===== src/rtl/mhc_pkg.sv =====
// Shared types and default dimensions for the minute/hour cascade.
package mhc_pkg;

  localparam int unsigned DefMinMod  = 60;
  localparam int unsigned DefHourMod = 24;
  localparam int unsigned DefMinW    = 6;
  localparam int unsigned DefHourW   = 5;

  typedef enum logic [1:0] {
    StRun,
    StCheck,
    StApply
  } state_e;

endpackage


===== src/rtl/wrap_inc.sv =====
// Combinational modulo incrementer: value+1 wrapping to 0 at MOD, with a wrap flag.
module wrap_inc #(
  parameter int unsigned MOD = 60,
  parameter int unsigned W   = 6
) (
  input  logic [W-1:0] value_i,
  input  logic         inc_i,
  output logic [W-1:0] value_o,
  output logic         wrap_o
);

  always_comb begin
    value_o = value_i;
    wrap_o  = 1'b0;
    if (inc_i) begin
      // Compare in 32 bits so MOD == 2**W does not truncate to zero.
      if (32'(value_i) >= MOD - 1) begin
        value_o = '0;
        wrap_o  = 1'b1;
      end else begin
        value_o = value_i + W'(1);
      end
    end
  end

endmodule


===== src/rtl/minute_hour_cascade.sv =====
// Minutes/hours time-of-day counter driven by per-minute ticks, with a checked set path.
// Optional alarm comparator enabled by defining ALARM_EN.
module minute_hour_cascade
  import mhc_pkg::*;
#(
  parameter int unsigned MIN_MOD  = DefMinMod,
  parameter int unsigned HOUR_MOD = DefHourMod,
  parameter int unsigned MIN_W    = DefMinW,
  parameter int unsigned HOUR_W   = DefHourW
) (
  input  logic              clk,
  input  logic              rst,
  input  logic              min_tick,
  output logic [MIN_W-1:0]  minutes,
  output logic [HOUR_W-1:0] hours,
  output logic              hour_done,
  output logic              day_done,
  input  logic              set_valid,
  output logic              set_ready,
  input  logic [MIN_W-1:0]  set_min,
  input  logic [HOUR_W-1:0] set_hour,
  output logic              set_err,
  output logic              tick_overrun
`ifdef ALARM_EN
  ,
  input  logic [MIN_W-1:0]  alarm_min,
  input  logic [HOUR_W-1:0] alarm_hour,
  input  logic              alarm_arm,
  output logic              alarm
`endif
);

  state_e              state_q, state_d;
  logic [MIN_W-1:0]    min_q, min_d;
  logic [HOUR_W-1:0]   hour_q, hour_d;
  logic [MIN_W-1:0]    stg_min_q, stg_min_d;
  logic [HOUR_W-1:0]   stg_hour_q, stg_hour_d;
  logic                pending_q, pending_d;
  logic                overrun_q, overrun_d;
  logic                set_ready_q, set_ready_d;
  logic                set_err_q, set_err_d;
  logic                hour_done_q, hour_done_d;
  logic                day_done_q, day_done_d;

  logic                accept;
  logic                tick_inc;
  logic [MIN_W-1:0]    min_next;
  logic [HOUR_W-1:0]   hour_next;
  logic                min_wrap;
  logic                hour_wrap;

  assign accept   = set_valid && set_ready_q && (state_q == StRun);
  // A tick coincident with an accepted set is deferred into pending instead.
  assign tick_inc = (state_q == StRun) && !accept && (min_tick || pending_q);

  wrap_inc #(
    .MOD (MIN_MOD),
    .W   (MIN_W)
  ) u_min_inc (
    .value_i (min_q),
    .inc_i   (tick_inc),
    .value_o (min_next),
    .wrap_o  (min_wrap)
  );

  wrap_inc #(
    .MOD (HOUR_MOD),
    .W   (HOUR_W)
  ) u_hour_inc (
    .value_i (hour_q),
    .inc_i   (min_wrap),
    .value_o (hour_next),
    .wrap_o  (hour_wrap)
  );

  always_comb begin
    state_d     = state_q;
    min_d       = min_q;
    hour_d      = hour_q;
    stg_min_d   = stg_min_q;
    stg_hour_d  = stg_hour_q;
    pending_d   = pending_q;
    overrun_d   = overrun_q;
    set_err_d   = 1'b0;
    hour_done_d = tick_inc && min_wrap;
    day_done_d  = tick_inc && min_wrap && hour_wrap;

    // Ticks outside RUN, or on an accept cycle, can only be deferred.
    if ((state_q != StRun || accept) && min_tick) begin
      if (pending_q) begin
        overrun_d = 1'b1;
      end else begin
        pending_d = 1'b1;
      end
    end

    unique case (state_q)
      StRun: begin
        if (accept) begin
          stg_min_d  = set_min;
          stg_hour_d = set_hour;
          state_d    = StCheck;
        end else if (tick_inc) begin
          min_d     = min_next;
          hour_d    = hour_next;
          // Pending and a fresh tick together: apply one, keep the other queued.
          pending_d = min_tick && pending_q;
        end
      end
      StCheck: begin
        if (32'(stg_min_q) >= MIN_MOD || 32'(stg_hour_q) >= HOUR_MOD) begin
          set_err_d = 1'b1;
          state_d   = StRun;
        end else begin
          state_d = StApply;
        end
      end
      StApply: begin
        min_d   = stg_min_q;
        hour_d  = stg_hour_q;
        state_d = StRun;
      end
      default: state_d = StRun;
    endcase

    set_ready_d = (state_d == StRun);
  end

  always_ff @(posedge clk or posedge rst) begin
    if (rst) begin
      state_q     <= StRun;
      min_q       <= '0;
      hour_q      <= '0;
      stg_min_q   <= '0;
      stg_hour_q  <= '0;
      pending_q   <= 1'b0;
      overrun_q   <= 1'b0;
      set_ready_q <= 1'b0;
      set_err_q   <= 1'b0;
      hour_done_q <= 1'b0;
      day_done_q  <= 1'b0;
    end else begin
      state_q     <= state_d;
      min_q       <= min_d;
      hour_q      <= hour_d;
      stg_min_q   <= stg_min_d;
      stg_hour_q  <= stg_hour_d;
      pending_q   <= pending_d;
      overrun_q   <= overrun_d;
      set_ready_q <= set_ready_d;
      set_err_q   <= set_err_d;
      hour_done_q <= hour_done_d;
      day_done_q  <= day_done_d;
    end
  end

`ifdef ALARM_EN
  logic alarm_q, alarm_d;

  // Only tick-driven increments can fire; set writes bypass this path.
  always_comb begin
    alarm_d = alarm_arm && tick_inc && (min_next == alarm_min) && (hour_next == alarm_hour);
  end

  always_ff @(posedge clk or posedge rst) begin
    if (rst) begin
      alarm_q <= 1'b0;
    end else begin
      alarm_q <= alarm_d;
    end
  end

  assign alarm = alarm_q;
`endif

  assign minutes      = min_q;
  assign hours        = hour_q;
  assign hour_done    = hour_done_q;
  assign day_done     = day_done_q;
  assign set_ready    = set_ready_q;
  assign set_err      = set_err_q;
  assign tick_overrun = overrun_q;

endmodule


===== config.mk =====
export PLATFORM = sky130hd
export DESIGN_NAME = minute_hour_cascade
export DESIGN_NICKNAME = d
export VERILOG_FILES = /design/src/rtl/mhc_pkg.sv /design/src/rtl/wrap_inc.sv /design/src/rtl/minute_hour_cascade.sv
export SDC_FILE = /design/constraint.sdc
export NUM_CORES = 1
export LEC_CHECK = 0
export CAP_MARGIN = 20
export CELL_PAD_IN_SITES_DETAIL_PLACEMENT = 0
export CELL_PAD_IN_SITES_GLOBAL_PLACEMENT = 1
export CORE_MARGIN = 4
export CORE_UTILIZATION = 40
export DETAILED_ROUTE_END_ITERATION = 12
export PLACE_DENSITY = 0.76
export SLEW_MARGIN = 20
export SYNTH_ARGS = -nofsm -noshare
export SYNTH_HDL_FRONTEND = slang
export SYNTH_HIERARCHICAL = 1
export SYNTH_SLANG_ARGS = --single-unit

===== constraint.sdc =====
create_clock -name clk -period 2.9 [get_ports clk]
set_clock_uncertainty 0.2 [all_clocks]
set_input_delay 0.58 -clock clk [delete_from_list [all_inputs] [get_ports clk]]
set_output_delay 0.58 -clock clk [all_outputs]
set_load 0.01 [all_outputs]

### Word-level counts from Yosys, hierarchy flattened

Cells that the tools add are included.

| cells by class | value |
|---|---|
| add/sub/neg operators | 2 |
| multiply operators | 0 |
| divide/modulo/power cells | 0 |
| $lt $le $gt $ge | 4 |
| eq/ne operators | 5 |
| shift-type cells | 0 |
| multiplexer cells | 22 |
| bitwise logic cells | 0 |
| reduce and logical (&&, ||, !) cells | 20 |

Operators by type and width:

| operator | count |
|---|---|
| $mux 5 | 4 |
| $mux 6 | 3 |
| $ge 6x6->1 const B | 2 |
| $pmux 6 s2 | 1 |
| $ge 5x5->1 const B | 2 |
| $mux 1 | 10 |
| $pmux 5 s2 | 1 |
| $logic_and 1x1->1 | 8 |
| $add 6x1->6 const B | 1 |
| $ne 2x2->1 const B | 3 |
| $add 5x1->5 const B | 1 |
| $logic_not 2->1 | 2 |
| $mux 2 | 2 |
| $pmux 2 s2 | 1 |
| $reduce_and 2->1 | 2 |
| $reduce_and 4->1 | 1 |
| $reduce_bool 2->1 | 2 |
| $logic_or 1x1->1 | 3 |
| $reduce_and 3->1 | 1 |
| $eq 2x1->1 const B | 1 |
| $eq 2x2->1 const B | 1 |
| $logic_not 1->1 | 1 |

| storage, ports and cells | value |
|---|---|
| register bits | 30 |
| latch bits | 0 |
| RAM bits | 0 |
| memory bits (read-only) | 0 |
| bits of input ports | 15 |
| output and inout bits | 16 |
| word-level logic and storage cells | 64 |
| memories kept | 0 |

### Depth between registers and ports, before layout

| depth | value |
|---|---|
| word-level depth | 10 |
| depth in mapped cells | 11 |

### Cells and area by module

The synthesis kept the hierarchy.

Modules (own cells, without submodules):

| module | instances | cells an instance | area each (sq um) | sequential area each (sq um) |
|---|---|---|---|---|
| minute_hour_cascade | 1 | 99 | 1331.3 | 750.7 |
| wrap_inc at u_min_inc | 1 | 25 | 157.7 | 0.0 |
| wrap_inc at u_hour_inc | 1 | 24 | 153.9 | 0.0 |

### Least setup slack after synthesis

Ideal clock, no wire load.

| path | value |
|---|---|
| path kind | input port to flip-flop |
| start | in set_valid |
| end | reg hour_q[4] (netlist: hours[4]) |
| data arrival time | 2.305 ns |
| required time | 2.561 ns |
| setup slack | 0.256 ns |
| stages | 10 |
| path through | a211o_1 nor2_1 buf_4 o21ai_1 nor2_2 inv_1 o31ai_1 o21ai_0 o31ai_1 a2bb2oi_1 |

| between the ends | value |
|---|---|
| cells in the longest elaborated chain, start to end | 8 |

RTL lines:

| item | RTL line | text |
|---|---|---|
| start: declaration | minute_hour_cascade.sv:18 | `input logic set_valid,` |
| $logic_and 1x1->1 (2 in a row) | minute_hour_cascade.sv:52 | `assign accept = set_valid && set_ready_q && (state_q == StRun);` |
| $logic_not 1->1 | minute_hour_cascade.sv:54 | `assign tick_inc = (state_q == StRun) && !accept && (min_tick \|\| pending_q);` |
| $logic_and 1x1->1 (2 in a row) | minute_hour_cascade.sv:54 |  |
| named net tick_inc | minute_hour_cascade.sv:46 | `logic tick_inc;` |
| $mux 1 | wrap_inc.sv:15 | `if (inc_i) begin` |
| named net min_wrap | minute_hour_cascade.sv:49 | `logic min_wrap;` |
| $ne 2x2->1 (no source line) | -- |  |
| $reduce_and 4->1 (no source line) | -- |  |
| end signal: assignment | minute_hour_cascade.sv:145 | `hour_q <= hour_d;` |
| end: declaration | minute_hour_cascade.sv:35 | `logic [HOUR_W-1:0] hour_q, hour_d;` |

The timed path passes the listed nets, and every way through them passes these cells.
A chain may end at the register's enable or synchronous reset.

### Worst setup path after layout

Ends and elaborated chain as after synthesis.

==> impl_table.tex <==
\begin{tabular}{lr}
\hline
Metric & Value \\
\hline
\multicolumn{2}{l}{\textbf{Worst setup path}} \\
\quad Timing startpoint of the critical path & set\_valid \\
\quad CP cell instances & clkdlybuf4s50\_1, a211o\_1, nor2\_1, o21ai\_1, nor2\_2, inv\_1, o31ai\_1, o21ai\_0, o31ai\_1, a2bb2oi\_1 \\
\quad Terminus of the critical flop-to-flop path & hours[4]\$\_DFFE\_PP0P\_ \\
\quad Critical path startpoint category & input pin \\
\quad Beginning of the worst register-to-register path & state\_q[0]\$\_DFF\_PP0\_ \\
\quad Kind of end point of the critical path & flip-flop \\
\quad Capture point of the worst path & hours[4]\$\_DFFE\_PP0P\_ \\
\quad Cell type with the highest occurrence count on the critical path & sky130\_fd\_sc\_hd\_\_o31ai\_1 \\
\quad Stage delay of the slowest cell on the critical path & 440 ps \\
\quad Flop-to-flop setup slack & 610 ps \\
\quad Worst reg-to-reg path cell count & 9 \\
\quad Cell class contributing the biggest share of worst-path delay & compound AO/OA/AOI/OAI gates \\
\quad Library cell contributing the largest single delay on the critical path & sky130\_fd\_sc\_hd\_\_clkdlybuf4s50\_1 \\
\quad Critical path class & input pin to flip-flop \\
\quad Crit Path Max Fanout & 7 \\
\quad Data required time of the critical path & 2840 ps \\
\quad Combined buffer and inverter count along the critical path & 2 \\
\quad Critical Path Stages & 10 \\
\quad Crit path arrival time & 2550 ps \\
\multicolumn{2}{l}{\textbf{Timing}} \\
\quad Worst slew pin tran & 624 ps \\
\quad Final critical-path required period & 2610 ps \\
\quad Final hold violations & 0 \\
\quad Final number of setup-violating endpoints & 0 \\
\quad Tcrit/Tclk final & 0.901 \\
\quad Final-report max-slew violation count & 0 \\
\quad Smallest hold slack & 272 ps \\
\quad Final total negative setup slack & 0 ps \\
\quad Unrepaired setup endpoints after global routing & false \\
\quad Maximum operating frequency & 383 MHz \\
\quad Headroom to the max-slew limit & 0.584 \\
\quad Final worst slack & 288 ps \\
\multicolumn{2}{l}{\textbf{Clocking}} \\
\quad Count of buffers added by post-CTS timing repair for setup & 0 \\
\quad CTS H-Tree Depth & 2 \\
\quad TritonCTS clock tree & done \\
\quad Buffer levels on the longest clock path & 2 \\
\quad Count of hold-fix buffers inserted at cts & 0 \\
\quad Library cell used as clock root buffer & sky130\_fd\_sc\_hd\_\_clkbuf\_8 \\
\quad Clock buffers created by TritonCTS & 5 \\
\quad Count of instances resized after the clock tree is built & 0 \\
\quad Clock net sink count & 30 \\
\quad Clock latency of the later-clocked register in the worst-skew pair & 270 ps \\
\quad Clock transition at the registers of the reported paths & 60 ps \\
\multicolumn{2}{l}{\textbf{Detailed routing}} \\
\quad Remaining routing DRC violations & 0 \\
\quad Total via count after detailed routing & 1285 \\
\quad First-pass detailed-route iteration total & 4 \\
\quad Wire length reported by the detailed router & 3.64 mm \\
\quad Iteration-0 DRC Markers & 122 \\
\quad Antenna Violating Nets Remaining & 0 \\
\quad Per-cell routed wire length & 15.4 microns \\
\quad Per-cell via count in the routed design & 5.44 \\
\multicolumn{2}{l}{\textbf{Synthesis}} \\
\quad Unique masters post-synth & 46 \\
\quad Number of warnings reported in the yosys synthesis log & 6 \\
\quad Most used DFF post-synth & sky130\_fd\_sc\_hd\_\_dfrtp\_1 \\
\quad Number of synthesized flops with an enable pin & 0 \\
\quad Sequential-to-total area share from yosys stat & 0.457 \\
\quad Post-Synthesis Mean Instance Area & 11.1 sq um \\
\quad Synth Cell Area & 1640 sq um \\
\quad Net count after synthesis & 165 \\
\quad Syn Inst Count & 148 \\
\quad Share of synthesized registers carrying an async set or reset & 1.00 \\
\quad Post-synthesis sequential element count & 30 \\
\multicolumn{2}{l}{\textbf{Min path}} \\
\quad Type of the worst min-delay path & flip-flop to flip-flop \\
\multicolumn{2}{l}{\textbf{Power}} \\
\quad Static leakage & 0.847 nW \\
\quad Total power density per cell area & 1190 nW/um\^{}2 \\
\quad Maximum VDD drop & 564 uV \\
\multicolumn{2}{l}{\textbf{Placement}} \\
\quad Detailed-placement wirelength estimate & 2.59 mm \\
\quad Cell Area, Placed & 2010 sq um \\
\quad Input/output buffers & 30 \\
\quad RePlAce Congestion & 0.808 \\
\quad Post-place setup slack & 21.7 ps \\
\multicolumn{2}{l}{\textbf{Global route}} \\
\quad Global-route wire length before repair & 6.35 mm \\
\quad Sum of overflow across all layers after global routing & 0 \\
\quad Maximum number of pins on one net before global-route repair & 31 \\
\quad Initial antenna violation count & 0 \\
\quad Overall track demand over capacity in global routing & 0.159 \\
\quad Via count of the first global-routing pass & 1281 \\
\multicolumn{2}{l}{\textbf{Layout}} \\
\quad Ant. Diodes & 0 \\
\quad Layout Nets & 202 \\
\quad Number of inserted filler cells in the final layout & 367 \\
\quad Fraction of final layout cells with drive strength greater than 1 & 0.188 \\
\quad Combined area of the multi-input logic cells & 832 sq um \\
\quad Post-route design area & 2100 sq um \\
\quad Footprint of the flip-flops and latches & 751 sq um \\
\quad Area growth, synth to finish & 28.1\% \\
\multicolumn{2}{l}{\textbf{Floorplanning}} \\
\quad Initial core utilization & 0.411 \\
\quad \# rows & 23 \\
\quad Die area & 5200 sq um \\
\quad Area of the core & 4000 sq um \\
\quad Number of I/O pins & 31 \\
\quad Vertical die dimension & 72.1 microns \\
\quad Die Span X & 72.1 microns \\
\multicolumn{2}{l}{\textbf{Status}} \\
\quad Run status & finished clean \\
\multicolumn{2}{l}{\textbf{Job}} \\
\quad Max\_cap viols & 0 \\
\hline
\end{tabular}
[sequential cells by signal, indices dropped and copies added, names as in the netlist]
name,cells
stg_min_q,6
day_done,1
hour_done,1
minutes,6
set_err,1
set_ready,1
pending_q,1
hours,5
stg_hour_q,5
tick_overrun,1
state_q,2
[metal layers]
| metal | global-route usage | part of all wire | wire length, microns |
|---|---|---|---|
| met4 | 0.0626 | 0.014 | 50 |
| met5 | 0 | 0 | 0 |
| met3 | 0.0416 | 0.033 | 119 |
| met2 | 0.253 | 0.49 | 1770 |
| met1 | 0.206 | 0.47 | 1710 |
[cells in the final DEF (no fill, tap or decap), types with 3 or more instances in the layout]
cell	netlist	layout
sky130_fd_sc_hd__buf_4	2	7
sky130_fd_sc_hd__nand2_1	5	5
sky130_fd_sc_hd__o21ai_0	6	6
sky130_fd_sc_hd__nand3_1	3	3
sky130_fd_sc_hd__clkbuf_8	0	6
sky130_fd_sc_hd__mux2_2	3	3
sky130_fd_sc_hd__nor2_1	9	9
sky130_fd_sc_hd__nand2b_1	9	9
sky130_fd_sc_hd__o21ai_1	4	4
sky130_fd_sc_hd__clkdlybuf4s50_1	0	30
sky130_fd_sc_hd__o31ai_1	11	11
sky130_fd_sc_hd__mux2_4	8	8
sky130_fd_sc_hd__a21oi_1	5	5
sky130_fd_sc_hd__a2bb2oi_1	10	10
sky130_fd_sc_hd__dfrtp_1	30	30
sky130_fd_sc_hd__inv_1	3	3
[power breakdown]
group,internal (W),switching [W],total (W)
registers,0.000609,0.000241,0.000850
logic,0.000721,0.000600,0.00132
clock network,0.000191,0.000149,0.000340
total,0.00152,0.000990,0.00251
[worst min path at each step]
stage	from	to	slack, ps	depth (start not counted)
global placement	tick_overrun$_DFFE_PP0P_	tick_overrun$_DFFE_PP0P_	250	1
detailed placement	tick_overrun$_DFFE_PP0P_	tick_overrun$_DFFE_PP0P_	260	1
global route	tick_overrun$_DFFE_PP0P_	tick_overrun$_DFFE_PP0P_	290	1
floorplan	stg_hour_q[0]$_DFFE_PP0P_	stg_hour_q[0]$_DFFE_PP0P_	270	1
finish	tick_overrun$_DFFE_PP0P_	tick_overrun$_DFFE_PP0P_	270	1
CTS	tick_overrun$_DFFE_PP0P_	tick_overrun$_DFFE_PP0P_	280	1
[synth_stat cells (2+ instances only)]
library cell / n / area, sq um
sky130_fd_sc_hd__o21ai_0: 6 / 30.0
sky130_fd_sc_hd__nor3_1: 2 / 10.0
sky130_fd_sc_hd__o31ai_1: 11 / 82.6
sky130_fd_sc_hd__inv_1: 3 / 11.3
sky130_fd_sc_hd__mux2i_1: 2 / 20.0
sky130_fd_sc_hd__o21ai_1: 4 / 20.0
sky130_fd_sc_hd__buf_4: 2 / 15.0
sky130_fd_sc_hd__a21oi_1: 5 / 25.0
sky130_fd_sc_hd__ha_1: 2 / 25.0
sky130_fd_sc_hd__or2b_1: 2 / 15.0
sky130_fd_sc_hd__nor2_2: 2 / 12.5
sky130_fd_sc_hd__nand2b_1: 9 / 56.3
sky130_fd_sc_hd__buf_2: 3 / 15.0
sky130_fd_sc_hd__mux2_4: 8 / 120
sky130_fd_sc_hd__nor2_1: 9 / 33.8
sky130_fd_sc_hd__a2bb2oi_1: 10 / 87.6
sky130_fd_sc_hd__mux2_2: 3 / 33.8
sky130_fd_sc_hd__dfrtp_1: 30 / 751
sky130_fd_sc_hd__nand4_1: 2 / 12.5
sky130_fd_sc_hd__nand2_1: 5 / 18.8
sky130_fd_sc_hd__nand3_1: 3 / 15.0
[cell families (layout without fill, tap and decap cells)]
family,after synthesis,in the layout,synth area share
compound gates,49,49,0.228
simple gates,40,40,0.140
flops,30,30,0.457
mux,13,13,0.106
buf+inv,11,49,0.0365
fa+ha+maj,3,3,0.0213
xor+xnor,2,2,0.0107
[layout make-up]
class / count / share of cell area
inverter: 4 / 0.00713
clock buffer: 7 / 0.0410
tap: 50 / 0.0297
multi-input combinational: 107 / 0.395
timing repair buffer: 37 / 0.168
sequential: 30 / 0.357
clock inverter: 1 / 0.00238
[per-stage QoR]
step / std cells / power (W) / util
global placement: 228 / 0.00216 / 0.503
global route: 236 / 0.00271 / 0.526
floorplan: 148 / 0.00177 / -
detailed placement: 228 / 0.00218 / 0.503
finish: 236 / 0.00251 / 0.526
CTS: 236 / 0.00254 / 0.526
(Power assumes the default switching activity.)
